===== src/rtl/button_conditioner.sv =====
// button_conditioner
// Per-channel synchroniser, stability-counter debouncer and rising-edge
// strobe generator. Channels are independent; every output is a flop, so
// there is no path from the raw inputs to the outputs through logic alone.
module button_conditioner #(
  parameter int N_BTN           = 5,
  parameter int SYNC_STAGES     = 2,
  parameter int DEBOUNCE_CYCLES = 16
) (
  input  logic             clk,
  input  logic             reset,
  input  logic [N_BTN-1:0] button_raw,
  output logic [N_BTN-1:0] button_level,
  output logic [N_BTN-1:0] button_pulse,
  output logic             any_pulse
);

  localparam int CNT_W = $clog2(DEBOUNCE_CYCLES + 1);
  // Count value on which a continuing mismatch is accepted as the new level.
  localparam logic [CNT_W-1:0] CNT_LAST = CNT_W'(DEBOUNCE_CYCLES - 1);

  logic [N_BTN-1:0] r_sync [SYNC_STAGES];
  logic [CNT_W-1:0] r_cnt  [N_BTN];
  logic [N_BTN-1:0] r_level;
  logic [N_BTN-1:0] r_pulse;
  logic             r_any;

  logic [N_BTN-1:0] w_sync;
  logic [CNT_W-1:0] w_cnt_nxt [N_BTN];
  logic [N_BTN-1:0] w_level_nxt;
  logic [N_BTN-1:0] w_pulse_nxt;

  assign w_sync = r_sync[SYNC_STAGES-1];

  // Synchroniser chain: raw inputs enter stage 0, stage SYNC_STAGES-1 feeds the debouncer.
  always_ff @(posedge clk or negedge reset) begin
    if (!reset) begin
      for (int s = 0; s < SYNC_STAGES; s++) r_sync[s] <= '0;
    end else begin
      r_sync[0] <= button_raw;
      for (int s = 1; s < SYNC_STAGES; s++) r_sync[s] <= r_sync[s-1];
    end
  end

  // Debounce decision: count consecutive mismatches, commit on the last one.
  // A commit to 1 also raises the strobe; a commit to 0 only moves the level.
  always_comb begin
    w_level_nxt = r_level;
    w_pulse_nxt = '0;
    for (int i = 0; i < N_BTN; i++) begin
      w_cnt_nxt[i] = '0;
      if (w_sync[i] != r_level[i]) begin
        if (r_cnt[i] == CNT_LAST) begin
          w_level_nxt[i] = w_sync[i];
          w_pulse_nxt[i] = w_sync[i];
        end else begin
          w_cnt_nxt[i] = r_cnt[i] + CNT_W'(1);
        end
      end
    end
  end

  // Debounce state and registered outputs; any_pulse is built from next-state
  // strobes so it lines up with button_pulse rather than trailing it.
  always_ff @(posedge clk or negedge reset) begin
    if (!reset) begin
      for (int i = 0; i < N_BTN; i++) r_cnt[i] <= '0;
      r_level <= '0;
      r_pulse <= '0;
      r_any   <= 1'b0;
    end else begin
      for (int i = 0; i < N_BTN; i++) r_cnt[i] <= w_cnt_nxt[i];
      r_level <= w_level_nxt;
      r_pulse <= w_pulse_nxt;
      r_any   <= |w_pulse_nxt;
    end
  end

  assign button_level = r_level;
  assign button_pulse = r_pulse;
  assign any_pulse    = r_any;

endmodule


===== config.mk =====
export PLATFORM = sky130hd
export DESIGN_NAME = button_conditioner
export DESIGN_NICKNAME = d
export VERILOG_FILES = /design/src/rtl/button_conditioner.sv
export SDC_FILE = /design/constraint.sdc
export NUM_CORES = 1
export LEC_CHECK = 0
export BUFFER_PORTS_ARGS = -buffer_cell sky130_fd_sc_hd__buf_2
export CORE_MARGIN = 3
export CORE_UTILIZATION = 54
export CTS_BUF_LIST = sky130_fd_sc_hd__clkbuf_2 sky130_fd_sc_hd__clkbuf_4 sky130_fd_sc_hd__clkbuf_8
export DETAILED_ROUTE_END_ITERATION = 8
export PLACE_DENSITY = 0.75
export SLEW_MARGIN = 30
export SYNTH_ARGS = -nofsm -noshare
export SYNTH_HDL_FRONTEND = slang
export SYNTH_SLANG_ARGS = --single-unit

===== constraint.sdc =====
create_clock -name clk -period 1.4 [get_ports clk]
set_input_delay 0.07 -clock clk [delete_from_list [all_inputs] [get_ports clk]]
set_output_delay 0.07 -clock clk [all_outputs]
set_load 0.02 [all_outputs]

==> results_dict.tcl <==
set metrics [dict create \
    p_switching_mw 0.516 \
    netlist_area_um2 1740 \
    p_leak_nw 1.11 \
    htree_num_levels 2 \
    hold_path_class "in -> async" \
    report.final.setup_viol 1 \
    synthTopCellsByArea "dfrtp_1, xor2_1, nor2_1, ha_1, mux2_2" \
    rr_worst_depth 4 \
    layout-area-overhead-vs-synth_pct 25.1 \
    wl_per_cell_um 12.5 \
    grt_pass1_vias 1133 \
    cts_tree "built" \
    port_buffers 17 \
    slew_viol_final 0 \
    synth_cells 130 \
    startpoint_type "register" \
    failed_checks "setup timing" \
    synth_fp_nets 142 \
    fmax_mhz 714 \
    clk_latency_ns 0.35 \
    viasPerCell 5.14 \
    skew_ns 0.00440 \
    first_iter_violations 44 \
    core-area_um2 2900 \
    path_depth 4 \
    run_status "finished with violations" \
    clkPwrFrac_pct 32.7 \
    clkTransAtPathRegs_ns 0.12 \
    gp_congestion 0.791 \
    cp-end-kind "register" \
    power_frac_comb_pct 6.8 \
    dr_total_vias 1110 \
    start_util_pct 59.8 \
    critical_path_buf_inv_count 0 \
    drc_errors 0 \
    cp_cell_sequence "ha_2 -> nand3_4 -> nor4b_2 -> or4_1" \
    fillers 190 \
    cpMaxStageDelayCell "or4_1" \
    die-area_um2 3930 \
    wirelength_um 2710 \
    io-pin-count 18 \
    antenna_found_initial 0 \
    fp.dieH_um 62.7 \
    yosysWarnings 0 \
    drive_gt1_share_pct 33.3 \
    cap_viol_max_count 0 \
    holdWs_ns 0.212 \
    grt_max_degree 47 \
    yosysUniqueCellTypes 23 \
    fin_ws_ns -0.000700 \
    period_minus_slack_ns 1.40 \
    internal_power_mw 1.83 \
    path_max_fanout 2 \
    worst_pin_slew_ns 0.429 \
    yosysTopAreaCell "dfrtp_1" \
    utilization_pct 74.8 \
    row_count 19 \
    cts_buffers 5 \
    ys_ff_latch 46 \
    synth_top_area_share_pct 66.3 \
    cts-root-buf "clkbuf_4" \
    grt_use_total_pct 15.8 \
    cp_slowest_stage_delay_ns 0.51 \
    dieWidth_um 62.7 \
    ctsLongestPathBuffers 2 \
    powerDensity_nw_per_um2 1080 \
    diodes 0 \
    critical_path_class "reg -> reg" \
    grt_pass1_wl_um 4840 \
    p_sw_share_pct 22.0 \
    finalCritPeriodShare_pct 100 \
    maxSlewHeadroom_pct 71.2 \
    ys_seq_area_share_pct 66.3 \
    drtAntennaViolNets 0 \
    cp_top_family "simple AND/OR/NAND/NOR gates" \
    worstPathRequired_ns 1.64 \
    overflow 0 \
    hpwl_um 1890 \
    hold_viol_final 0 \
    drt_pass1_iterations 6 \
    seq_power_share_pct 60.5 \
    worstPathArrival_ns 1.64 \
    cts_sinks 46 \
    layout.nets 185 \
    rsz0062_at_grt "true" \
    postSynthAreaPerCell_um2 13.3 \
    peakVddDrop_mv 0.944 \
]
-- placed cells by master (no fill, tap or decap), types with 2 or more instances in the layout --
cell,instances
a31oi_1,2
and2_1,4
and3_1,3
buf_2,17
buf_4,11
clkbuf_4,5
clkinv_2,2
dfrtp_1,46
dlygate4sd3_1,6
ha_2,4
inv_1,4
mux2_2,5
nand2_1,4
nand2b_1,2
nand3_1,5
nand3_2,2
nand4b_1,2
nor2_1,16
nor2_2,2
nor4b_2,3
o21ai_0,3
xnor2_1,2
xor2_1,12
-- metrics by stage --
stage,worst slack (ns),power [mW],TNS (ns),area [µm²],instances
after floorplan,0.0119,1.50,0,1740,130
after global placement,0.0324,1.57,0,1970,200
after detailed placement,-0.0220,1.58,-0.0220,1970,200
after CTS,0.000456,2.36,0,2120,215
after global routing,-0.0300,2.47,-0.0669,2170,216
final,-0.000700,2.34,-0.000700,2170,216
-- path summary, 6_finish.rpt --
check | end | from | slack, ns
min | r_cnt[12]$_DFF_PN0_ | reset | 0.21
min reg2reg | w_sync[1]$_DFF_PN0_ | r_sync[6]$_DFF_PN0_ | 0.36
max | any_pulse$_DFF_PN0_ | r_cnt[10]$_DFF_PN0_ | -0.0007
max in group asynchronous | r_cnt[5]$_DFF_PN0_ | reset | 0.99
min in group clk | r_sync[5]$_DFF_PN0_ | button_raw[0] | 0.35
max reg2reg | any_pulse$_DFF_PN0_ | r_cnt[10]$_DFF_PN0_ | -0.0007
-- tightest hold or removal path: stages --
cell and delay [ns]:
dlygate4sd3_1 0.52, buf_2 0.12, buf_12 0.23
-- logic make-up (layout without fill, tap and decap cells) --
logic type | Yosys count | count (layout) | synth area share, %
simple gates | 48 | 48 | 16.2
flops | 46 | 46 | 66.3
xor+xnor | 14 | 14 | 7.07
compound gates | 8 | 8 | 2.74
fa+ha+maj | 5 | 5 | 3.60
mux | 5 | 5 | 3.24
buf+inv | 4 | 48 | 0.865
-- repair_timing --
item / CTS / global route
pin swaps: 0 / 2
gates resized for setup: 1 / 12
hold buffers: 6 / 0
endpoints found under the hold margin: 51 / 0
buffers inserted: 1 / 1
endpoints found under the setup margin: 2 / 11
-- state kept, by name, indices dropped and copies added, names as in the netlist --
signal	flops
button_level	5
r_cnt	25
any_pulse	1
w_sync	5
r_sync	5
button_pulse	5
-- metal layers --
metal | vias to the layer above | wire [µm] | global-route usage, %
li1 | 526 | - | -
met1 | 540 | 1200 | 18.7
met2 | 33 | 1340 | 26.8
met3 | 11 | 104 | 3.24
met4 | 0 | 68 | 9.09
met5 | - | 0 | 0
-- power groups by stage --
stage               registers [mW]  logic [mW]  clock network (mW)
global placement              1.44       0.130                   0
floorplan                     1.43      0.0685                   0
global route                  1.43       0.182               0.859
finish                        1.42       0.159               0.766
CTS                           1.41       0.154               0.792
detailed placement            1.44       0.137                   0
-- area by class of cell --
cell class	count	area [µm²]	share of cell area (%)
Timing Repair Buffer	36	259	11.9
Inverter	4	15.0	0.692
Multi-Input combinational cell	80	616	28.4
Tap cell	42	52.6	2.42
Clock inverter	3	40.0	1.84
Sequential cell	46	1150	53.0
Clock buffer	5	37.5	1.73
-- cell usage after synthesis --
library cell / count
o21ai_0: 4
xor2_1: 12
mux2_2: 5
nor2_1: 18
nand4b_1: 2
nand3_2: 2
a311oi_1: 1
xnor2_1: 2
nand3_1: 6
dfrtp_1: 46
nand2_1: 4
nand2b_1: 2
nor3b_1: 1
inv_1: 4
or4_1: 1
nor2b_1: 1
and3_2: 1
ha_1: 5
o22ai_1: 1
and3_1: 3
and2_1: 4
a31oi_1: 2
nor4b_2: 3
Power figures use the tool's default switching activity.
